[config.mk]
export PLATFORM = sky130hd
export DESIGN_NAME = mandel_pixel_scheduler_flat
export DESIGN_NICKNAME = d
export VERILOG_FILES = /design/src/rtl/mandel_pixel_scheduler_if.sv /design/src/rtl/mandel_pixel_scheduler.sv /design/src/flat_wrapper.sv
export SDC_FILE = /design/constraint.sdc
export NUM_CORES = 1
export LEC_CHECK = 0
export BUFFER_PORTS_ARGS = -buffer_cell sky130_fd_sc_hd__buf_2
export CORE_MARGIN = 2
export CORE_UTILIZATION = 34
export DETAILED_ROUTE_END_ITERATION = 6
export PLACE_DENSITY_LB_ADDON = 0.1
export SYNTH_ARGS = -nofsm -noshare
export SYNTH_HDL_FRONTEND = slang
export SYNTH_SLANG_ARGS = --single-unit
[constraint.sdc]
create_clock -name clk -period 3.3 [get_ports clk]
set_input_delay 0.495 -clock clk [delete_from_list [all_inputs] [get_ports clk]]
set_output_delay 0.495 -clock clk [all_outputs]
set_load 0.02 [all_outputs]
[src/rtl/mandel_pixel_scheduler_if.sv]
// Iterator request/response and framebuffer write bundle for the Mandelbrot pixel scheduler.
// master = scheduler side, slave = iterator/framebuffer side.
interface mandel_pixel_scheduler_if #(
   parameter int ADDR_W = 19
);
   logic                c_val;
   logic                c_rdy;
   logic signed [26:0]  c_r;
   logic signed [26:0]  c_i;
   logic                res_val;
   logic                res_rdy;
   logic [10:0]         iter_count;
   logic                fb_we;
   logic [ADDR_W-1:0]   fb_addr;
   logic [7:0]          fb_data;

   modport master (
      output c_val, c_r, c_i, res_rdy, fb_we, fb_addr, fb_data,
      input  c_rdy, res_val, iter_count
   );

   modport slave (
      input  c_val, c_r, c_i, res_rdy, fb_we, fb_addr, fb_data,
      output c_rdy, res_val, iter_count
   );
endinterface

[src/rtl/mandel_pixel_scheduler.sv]
// Raster-order pixel scheduler for one Mandelbrot iterator, one request in flight at a time.
// Define MANDEL_COLOR_MAP_EN to select the RGB332 bin colour lookup instead of the raw count.
module mandel_pixel_scheduler #(
   parameter int H_RES    = 640,
   parameter int V_RES    = 480,
   parameter int ITER_MAX = 1000,
   parameter int ADDR_W   = 19
) (
   input  logic                      clk,
   input  logic                      reset,
   input  logic                      start,
   input  logic signed [26:0]        x_origin,
   input  logic signed [26:0]        y_origin,
   input  logic signed [26:0]        step,
   mandel_pixel_scheduler_if.master  bus,
   output logic                      busy,
   output logic                      frame_done
);
   localparam int X_W = (H_RES > 1) ? $clog2(H_RES) : 1;
   localparam int Y_W = (V_RES > 1) ? $clog2(V_RES) : 1;

   typedef enum logic [2:0] {IDLE, ISSUE, WAIT, WRITE, DONE} state_t;

   state_t             state_q, state_d;
   logic [X_W-1:0]     x_q, x_d;
   logic [Y_W-1:0]     y_q, y_d;
   logic [ADDR_W-1:0]  addr_q, addr_d;
   logic signed [26:0] c_r_q, c_r_d;
   logic signed [26:0] c_i_q, c_i_d;
   logic signed [26:0] x_org_q, x_org_d;
   logic signed [26:0] step_q, step_d;
   logic [7:0]         colour_q, colour_d;

   function automatic logic [7:0] colour_of(input logic [10:0] n);
      logic [7:0] c;
      if ({21'd0, n} >= ITER_MAX) begin
         c = 8'h00;
      end else begin
`ifdef MANDEL_COLOR_MAP_EN
         if (n < 11'd8)        c = 8'hE0;
         else if (n < 11'd16)  c = 8'hFC;
         else if (n < 11'd32)  c = 8'h1C;
         else if (n < 11'd64)  c = 8'h1F;
         else if (n < 11'd128) c = 8'h03;
         else if (n < 11'd256) c = 8'hE3;
         else                  c = 8'hFF;
`else
         // 00 is reserved for "in set", so a wrapped low byte of zero becomes 01.
         c = (n[7:0] == 8'h00) ? 8'h01 : n[7:0];
`endif
      end
      return c;
   endfunction

   always_ff @(posedge clk) begin
      if (reset) begin
         state_q  <= IDLE;
         x_q      <= '0;
         y_q      <= '0;
         addr_q   <= '0;
         c_r_q    <= '0;
         c_i_q    <= '0;
         x_org_q  <= '0;
         step_q   <= '0;
         colour_q <= '0;
      end else begin
         state_q  <= state_d;
         x_q      <= x_d;
         y_q      <= y_d;
         addr_q   <= addr_d;
         c_r_q    <= c_r_d;
         c_i_q    <= c_i_d;
         x_org_q  <= x_org_d;
         step_q   <= step_d;
         colour_q <= colour_d;
      end
   end

   always_comb begin
      state_d  = state_q;
      x_d      = x_q;
      y_d      = y_q;
      addr_d   = addr_q;
      c_r_d    = c_r_q;
      c_i_d    = c_i_q;
      x_org_d  = x_org_q;
      step_d   = step_q;
      colour_d = colour_q;

      bus.c_val   = 1'b0;
      bus.res_rdy = 1'b0;
      bus.fb_we   = 1'b0;
      bus.c_r     = c_r_q;
      bus.c_i     = c_i_q;
      bus.fb_addr = addr_q;
      bus.fb_data = colour_q;
      busy        = (state_q != IDLE);
      frame_done  = 1'b0;

      case (state_q)
         IDLE: begin
            if (start) begin
               x_org_d = x_origin;
               step_d  = step;
               x_d     = '0;
               y_d     = '0;
               addr_d  = '0;
               c_r_d   = x_origin;
               c_i_d   = y_origin;
               state_d = ISSUE;
            end
         end
         ISSUE: begin
            bus.c_val = 1'b1;
            if (bus.c_rdy) state_d = WAIT;
         end
         WAIT: begin
            bus.res_rdy = 1'b1;
            if (bus.res_val) begin
               colour_d = colour_of(bus.iter_count);
               state_d  = WRITE;
            end
         end
         WRITE: begin
            bus.fb_we = 1'b1;
            if (x_q == X_W'(H_RES - 1) && y_q == Y_W'(V_RES - 1)) begin
               state_d = DONE;
            end else begin
               state_d = ISSUE;
               addr_d  = addr_q + 1'b1;
               // Rows run top to bottom, so the imaginary part decreases.
               if (x_q == X_W'(H_RES - 1)) begin
                  x_d   = '0;
                  y_d   = y_q + 1'b1;
                  c_r_d = x_org_q;
                  c_i_d = c_i_q - step_q;
               end else begin
                  x_d   = x_q + 1'b1;
                  c_r_d = c_r_q + step_q;
               end
            end
         end
         DONE: begin
            frame_done = 1'b1;
            state_d    = IDLE;
         end
         default: state_d = IDLE;
      endcase
   end
endmodule

[src/flat_wrapper.sv]
// flat-port wrapper written by rule: the top's interface ports become plain ports
module mandel_pixel_scheduler_flat 
#(
   parameter int H_RES    = 640,
   parameter int V_RES    = 480,
   parameter int ITER_MAX = 1000,
   parameter int ADDR_W   = 19
)
  (clk, reset, start, x_origin, y_origin, step, busy, frame_done, bus_c_val, bus_c_r, bus_c_i, bus_res_rdy, bus_fb_we, bus_fb_addr, bus_fb_data, bus_c_rdy, bus_res_val, bus_iter_count);
  mandel_pixel_scheduler_if #(.ADDR_W(ADDR_W)) bus_i ();
  input  logic clk;
  input  logic reset;
  input  logic start;
  input  logic signed [26:0] x_origin;
  input  logic signed [26:0] y_origin;
  input  logic signed [26:0] step;
  output logic busy;
  output logic frame_done;
  output wire logic [$bits(bus_i.c_val)-1:0] bus_c_val;
  output wire logic [$bits(bus_i.c_r)-1:0] bus_c_r;
  output wire logic [$bits(bus_i.c_i)-1:0] bus_c_i;
  output wire logic [$bits(bus_i.res_rdy)-1:0] bus_res_rdy;
  output wire logic [$bits(bus_i.fb_we)-1:0] bus_fb_we;
  output wire logic [$bits(bus_i.fb_addr)-1:0] bus_fb_addr;
  output wire logic [$bits(bus_i.fb_data)-1:0] bus_fb_data;
  input wire logic [$bits(bus_i.c_rdy)-1:0] bus_c_rdy;
  input wire logic [$bits(bus_i.res_val)-1:0] bus_res_val;
  input wire logic [$bits(bus_i.iter_count)-1:0] bus_iter_count;
  assign bus_c_val = bus_i.c_val;
  assign bus_c_r = bus_i.c_r;
  assign bus_c_i = bus_i.c_i;
  assign bus_res_rdy = bus_i.res_rdy;
  assign bus_fb_we = bus_i.fb_we;
  assign bus_fb_addr = bus_i.fb_addr;
  assign bus_fb_data = bus_i.fb_data;
  assign bus_i.c_rdy = bus_c_rdy;
  assign bus_i.res_val = bus_res_val;
  assign bus_i.iter_count = bus_iter_count;
  mandel_pixel_scheduler #(.H_RES(H_RES), .V_RES(V_RES), .ITER_MAX(ITER_MAX), .ADDR_W(ADDR_W)) u_core (.clk(clk), .reset(reset), .start(start), .x_origin(x_origin), .y_origin(y_origin), .step(step), .bus(bus_i), .busy(busy), .frame_done(frame_done));
endmodule
==> results.py, run 1 <==
metrics = {
    "routing": {
        "dr_total_vias": 8959,
        "ant_nets": 0,
        "wl_per_cell_um": 16.9,
        "highest_layer": "met4",
        "routed_wl_mm": 28.7,
        "met2_length_mm": 12.6,
        "detail_route.iter0.violations": 676,
        "drt_first_pass_iters": 5,
        "drt-met1-wl_mm": 14.5,
        "drc": 0,
        "via_per_inst": 5.28,
        "met3_wirelength_mm": 1.18,
    },
    "global_routing": {
        "grt_pass1_wl_mm": 45.8,
        "grt_pass1_vias": 8407,
        "grt_usage": 0.203,
        "overflow": 0,
        "antenna_found_initial": 0,
        "grt_start_max_net_pins": 58,
    },
    "layout": {
        "area_growth_pct": 21.3,
        "final-instance-count-excl-fill": 1697,
        "diodes": 0,
        "drive_above_1_share": 0.183,
        "utilization": 0.421,
        "final_common_cell": "nand2_1",
        "final_cell_mix": "nand2_1, buf_2, dfxtp_1",
        "nNetsFinal": 1503,
    },
    "yosys": {
        "ys_async_sr_fraction": 0,
        "netlist_instances": 1179,
        "synth_edf_count": 0,
        "syn_nets": 1333,
        "syn_area_sq_um": 9100,
        "yosysSeqAreaShare": 0.345,
        "yosys_warnings": 0,
        "synth.ff_latch_count": 157,
        "ys.flop_type": "dfxtp_1",
        "avgSynthCellArea_sq_um": 7.72,
        "yosysUniqueCellTypes": 68,
    },
    "sta": {
        "finalHoldViolCount": 0,
        "finClkSkew_ps": 13.7,
        "fmax_ghz": 0.327,
        "setup_viol": 0,
        "finalSetupTns_ps": 0,
        "maxSlewViolCount": 0,
        "fin_crit_ps": 3050,
        "slew_headroom": 0.454,
        "fin_crit_sh": 0.925,
        "max_slew.worst_pin.slew_ps": 813,
        "rsz0062_at_grt": "no",
    },
    "pwr": {
        "vdd_drop_max_uv": 270,
        "p_switching_uw": 1830,
        "seqPwrFrac": 0.372,
        "switching_share": 0.321,
        "powerDensity_nw_per_um2": 515,
        "p_total_uw": 5690,
        "intPower_uw": 3860,
        "pwr-share-comb": 0.248,
        "power.leakage_uw": 0.00472,
        "power_frac_clock": 0.380,
    },
    "placement": {
        "dp_hpwl_mm": 21.6,
        "globalplace.congestion": 0.861,
        "post-place-cells": 1665,
        "portBuffers": 182,
    },
    "die": {
        "core_sq_um": 26200,
        "dieWidth_um": 168,
        "initial_core_util": 0.347,
        "fp.dieH_um": 168,
        "floorplan.rows": 59,
        "die-area_sq_um": 28100,
        "ioPinCount": 183,
    },
    "hold_path": {
        "worstHoldPathType": "in -> reg",
        "hold_path_end": "u_core.bus.c_i[20]",
        "min-delay-start": "y_origin[20]",
        "holdPathStages": 3,
    },
    "critical_path": {
        "critPathKind": "reg -> reg",
        "cp-end-kind": "flip-flop",
        "arrival_ps": 3340,
        "critPathRequiredTime_ps": 3590,
        "rr_worst_depth": 12,
        "path_max_fanout": 3,
        "timing.rr.end": "u_core.bus.c_r[20]",
        "rrSetupSlack_ps": 250,
        "worstReg2RegStart": "u_core.step_q[0]",
        "start_kind": "flip-flop",
    },
    "clocking": {
        "cts_max_path_buffers": 2,
        "cts_tree": "yes",
        "htree_levels": 4,
        "cts.sinks": 157,
        "clk_pin_slew_ps": 70,
        "clk_latency_ps": 430,
        "cts-root-buf": "clkbuf_16",
        "cts_buffers": 17,
    },
    "run": {
        "drv_cap": 0,
    },
    "run_status": {
        "status": "complete, no violations",
    },
}
[per-stage QoR]
stage / area, sq um / worst slack [ps] / hold slack, ps
after detailed placement: 10400 / 276 / 446
after global placement: 10400 / 286 / 437
after floorplan: 9100 / 440 / 432
final: 11000 / 246 / 283
after global routing: 11000 / 3.35 / 288
after CTS: 11000 / 251 / 270
[cell families after synthesis]
kind of cell / share of synthesized area
compound gates: 0.237
flops: 0.345
buf+inv: 0.0415
fa+ha+maj: 0.0800
simple gates: 0.232
mux: 0.00770
xor+xnor: 0.0568
[sequential cells by signal (all words and copies together), names as in the netlist]
register,flops
u_core.bus.c_r,27
u_core.bus.fb_data,8
u_core.step_q,27
u_core.x_org_q,27
u_core.state_q,3
u_core.y_q,9
u_core.bus.c_i,27
u_core.x_q,10
u_core.bus.fb_addr,19
[metal layers]
layer / global-route usage / vias to the layer above
met1: 0.295 / 4173
li1: - / 4565
met2: 0.317 / 198
met3: 0.0281 / 23
met5: 0 / -
met4: 0.0522 / 0
[power groups by stage]
stage / sequential (uW) / clock, uW / combinational (uW)
finish: 2120 / 2160 / 1410
global route: 2130 / 2290 / 1580
CTS: 2120 / 2200 / 1410
detailed placement: 2160 / 0 / 1410
global placement: 2160 / 0 / 1410
floorplan: 2190 / 0 / 947
[worst max path at each step]
stage	from	to	slack (ps)	cells past startpoint
floorplan	u_core.bus.c_r[0]	u_core.bus.c_r[18]	440	11
global placement	u_core.step_q[0]	u_core.bus.c_r[20]	290	12
detailed placement	u_core.step_q[0]	u_core.bus.c_r[20]	280	12
CTS	u_core.step_q[0]	u_core.bus.c_r[20]	250	12
global route	u_core.step_q[0]	u_core.bus.c_r[18]	3	11
finish	u_core.step_q[0]	u_core.bus.c_r[20]	250	12
[critical path, stage by stage, from the launching register on]
cell	delay [ps]
dfxtp_1	400
ha_1	220
inv_1	60
fa_1	370
nor2b_1	200
o31a_1	210
o221ai_1	190
a2111o_1	510
a21boi_1	230
buf_4	160
o21bai_1	60
a41oi_1	200
o22ai_1	100
[area by class of cell]
class,count,area (sq um)
Fill cell,2713,15200
Multi-Input combinational cell,926,5590
Sequential cell,157,3140
Timing Repair Buffer,205,1100
Clock buffer,18,439
Tap cell,335,419
Clock inverter,14,193
Inverter,42,158
[cell usage after synthesis, drive strengths merged (3+ instances only)]
library cell / count / area, sq um
o21ai: 53 / 265
a22oi: 25 / 188
mux2i: 7 / 70.1
and3: 12 / 75.1
nand3b: 5 / 37.5
nor3b: 4 / 30.0
nor4: 6 / 37.5
o21bai: 6 / 45.0
a21o: 23 / 173
o22ai: 6 / 37.5
ha: 55 / 688
a211oi: 13 / 97.6
nor3: 25 / 130
a211o: 4 / 35.0
and2: 12 / 75.1
a21boi: 4 / 30.0
nand2: 193 / 724
clkbuf: 37 / 139
or4: 4 / 33.8
nor4b: 3 / 26.3
nand3: 39 / 200
a21oi: 126 / 631
nor2b: 13 / 81.3
nand4: 15 / 93.8
a221oi: 5 / 43.8
o21a: 9 / 67.6
o2111ai: 3 / 26.3
o221ai: 3 / 26.3
buf: 17 / 81.3
a311oi: 4 / 35.0
a31oi: 26 / 163
or3: 13 / 81.3
dfxtp: 157 / 3140
o31a: 4 / 35.0
xnor2: 29 / 254
nand2b: 7 / 43.8
xor2: 30 / 263
nor2: 101 / 379
inv: 42 / 158
o211ai: 11 / 82.6
[what timing repair did]
action                                  in CTS  in global routing
endpoints found under the setup margin       0                  1
hold buffers                                 0                  0
setup buffers                                0                  0
gates resized for setup                      0                  1
No activity file was read; power rests on OpenSTA's default activity.
==> inputs of run 2 (changes only) <==
--- a/config.mk
+++ b/config.mk
@@ -5,6 +5,7 @@
 export SDC_FILE = /design/constraint.sdc
 export NUM_CORES = 1
 export LEC_CHECK = 0
+export ABC_AREA = 1
 export BUFFER_PORTS_ARGS = -buffer_cell sky130_fd_sc_hd__buf_2
 export CORE_MARGIN = 2
 export CORE_UTILIZATION = 34
==> run 2 against run 1 <==
Power rose by 27%; sequential share of layout area fell by 3.2 points; register-to-register slack improved by 330 ps; global-route usage rose by 2.6 points; non-clock buffer count fell by 10; worst hold slack improved by 18 ps; highest routed layer unchanged.
==> results.py, run 2 <==
metrics = {
    "pwr": {
        "pwr-share-comb": 0.388,
        "p_switching_uw": 3030,
        "switching_share": 0.419,
        "powerDensity_nw_per_um2": 580,
        "power.leakage_uw": 0.00626,
        "intPower_uw": 4190,
        "vdd_drop_max_uv": 386,
        "seqPwrFrac": 0.319,
        "power_frac_clock": 0.293,
    },
    "clocking": {
        "clk_latency_ps": 450,
        "clk_pin_slew_ps": 70,
        "cts_setup_buffers": 0,
        "post_cts_resized": 0,
        "ctsHoldBuffers": 0,
        "cts-root-buf": "clkbuf_16",
        "cts.sinks": 157,
        "htree_levels": 4,
        "cts_max_path_buffers": 2,
        "cts_buffers": 17,
        "cts_tree": "yes",
    },
    "die": {
        "ioPinCount": 183,
        "dieWidth_um": 180,
        "fp.dieH_um": 180,
        "floorplan.rows": 64,
        "initial_core_util": 0.345,
        "die-area_sq_um": 32400,
        "core_sq_um": 30500,
    },
    "hold_path": {
        "worstHoldPathType": "in -> reg",
    },
    "routing": {
        "ant_nets": 0,
        "dr_total_vias": 11300,
        "detail_route.iter0.violations": 644,
        "met3_wirelength_mm": 1.52,
        "met2_length_mm": 17.8,
        "drt-met1-wl_mm": 17.8,
        "routed_wl_mm": 37.5,
        "highest_layer": "met4",
        "via_per_inst": 4.93,
        "drc": 0,
        "drt_first_pass_iters": 5,
        "wl_per_cell_um": 16.4,
    },
    "yosys": {
        "syn_nets": 1872,
        "ys_async_sr_fraction": 0,
        "netlist_instances": 1718,
        "synth.most_common_cell": "nand2_1",
        "synth_edf_count": 0,
        "synthTopCellsByCount": "nand2_1, inv_1, nor2_1, a21oi_1, dfxtp_1",
        "yosysSeqAreaShare": 0.299,
        "synth_largest_area_cell": "dfxtp_1",
        "syn_area_sq_um": 10500,
        "avgSynthCellArea_sq_um": 6.13,
        "synth_top_area_share": 0.299,
        "synth.ff_latch_count": 157,
        "synth_area_leaders": "dfxtp_1, nand2_1, a21oi_1",
        "ys.flop_type": "dfxtp_1",
        "yosys_warnings": 0,
        "yosysUniqueCellTypes": 43,
    },
    "sta": {
        "slew_headroom": 0.412,
        "maxSlewViolCount": 0,
        "max_slew.worst_pin.slew_ps": 882,
        "finalHoldViolCount": 0,
        "rsz0062_at_grt": "no",
        "finClkSkew_ps": 17.0,
        "setup_viol": 0,
        "fin_crit_ps": 2730,
        "fin_crit_sh": 0.826,
        "fmax_ghz": 0.367,
        "finalSetupTns_ps": 0,
        "layout_setup_ws_ps": 573,
    },
    "layout": {
        "final_common_cell": "nand2_1",
        "final_cell_mix": "nand2_1, inv_1, nor2_1",
        "area_growth_pct": 18.1,
        "diodes": 0,
        "nNetsFinal": 2036,
        "drive_above_1_share": 0.134,
    },
    "placement": {
        "globalplace.congestion": 0.901,
        "dp_slack_ps": 569,
        "portBuffers": 182,
        "dp_hpwl_mm": 29.0,
    },
    "critical_path": {
        "arrival_ps": 3060,
        "start_kind": "flip-flop",
        "path_max_fanout": 33,
        "critPathKind": "reg -> reg",
        "cp-end-kind": "flip-flop",
        "critPathRequiredTime_ps": 3630,
    },
    "global_routing": {
        "grt_usage": 0.229,
        "grt_pass1_wl_mm": 58.9,
        "grt_start_max_net_pins": 85,
        "grt_pass1_vias": 10800,
        "antenna_found_initial": 0,
        "overflow": 0,
    },
    "run": {
        "drv_cap": 0,
    },
    "run_status": {
        "status": "complete, no violations",
    },
}
run 2: cell types whose count changed in the layout (fill, tap and decap cells not counted), sizes merged, moves of 18 or more:
cell   before  now
nand2     193  524
inv        43  223
nor2      101  201
nand3      39  103
a21oi     126  176
o21ai      53   94
a22oi      25    1
xnor2      29    7
a31oi      26    7
a21o       23    5
run 2: cell type report:
type	count	area, sq um
fillers	3304	18100
clock inverters	14	184
inverters	221	831
flip-flops and latches	157	3140
clock buffers	17	425
multi-input cells	1290	6330
well taps	396	495
repair buffers	195	1020
run 2: path summary, 6_finish.rpt:
check,startpoint,end,slack (ps),cells after the start
setup reg to reg,u_core.x_q[0],u_core.y_q[3],570,13
hold reg to reg,u_core.x_org_q[24],u_core.x_org_q[24],460,2
setup / recovery,u_core.x_q[0],u_core.y_q[3],570,13
hold / removal,step[26],u_core.step_q[26],300,3
run 2: logic make-up (layout without fill, tap and decap cells):
group	after synthesis	after routing	synth area share
AO/OA/AOI/OAI	301	301	0.150
flip-flops	157	157	0.299
buffers and inverters	271	447	0.0998
adder cells (fa/ha/maj)	57	57	0.0692
XOR/XNOR	36	36	0.0299
AND/OR/NAND/NOR	896	896	0.353
run 2: power by group through the flow:
stage               Combinational [uW]  Clock (uW)  Sequential, uW
floorplan                         1870           0            2370
global placement                  2780           0            2350
finish                            2800        2120            2300
global route                      3150        2250            2330
detailed placement                2790           0            2350
CTS                               2800        2150            2300
run 2: critical path: stages (launching register included):
cell and delay [ps]:
dfxtp_1 330, ha_1 230, nand2_1 110, nor2_1 50, nand3_1 100, inv_2 110, nand2_2 100, nand2_2 70
nand2_4 80, buf_4 360, nand2_4 200, nand2_4 180, clkinv_2 380, o21a_1 310
run 2: metal layers:
metal / GRT usage / up-vias
met3: 0.0342 / 26
met1: 0.308 / 5192
met2: 0.390 / 238
met4: 0.0478 / 0
met5: 0 / -
li1: - / 5843
run 2: metrics by stage:
stage | hold WS (ps) | std cells | total power, uW | util | area, sq um
after global routing | 310 | 2290 | 7720 | 0.408 | 12400
after detailed placement | 450 | 2259 | 5130 | 0.388 | 11800
after global placement | 443 | 2259 | 5120 | 0.388 | 11800
final | 301 | 2290 | 7220 | 0.408 | 12400
after CTS | 283 | 2290 | 7250 | 0.408 | 12400
after floorplan | 430 | 1718 | 4240 | - | 10500
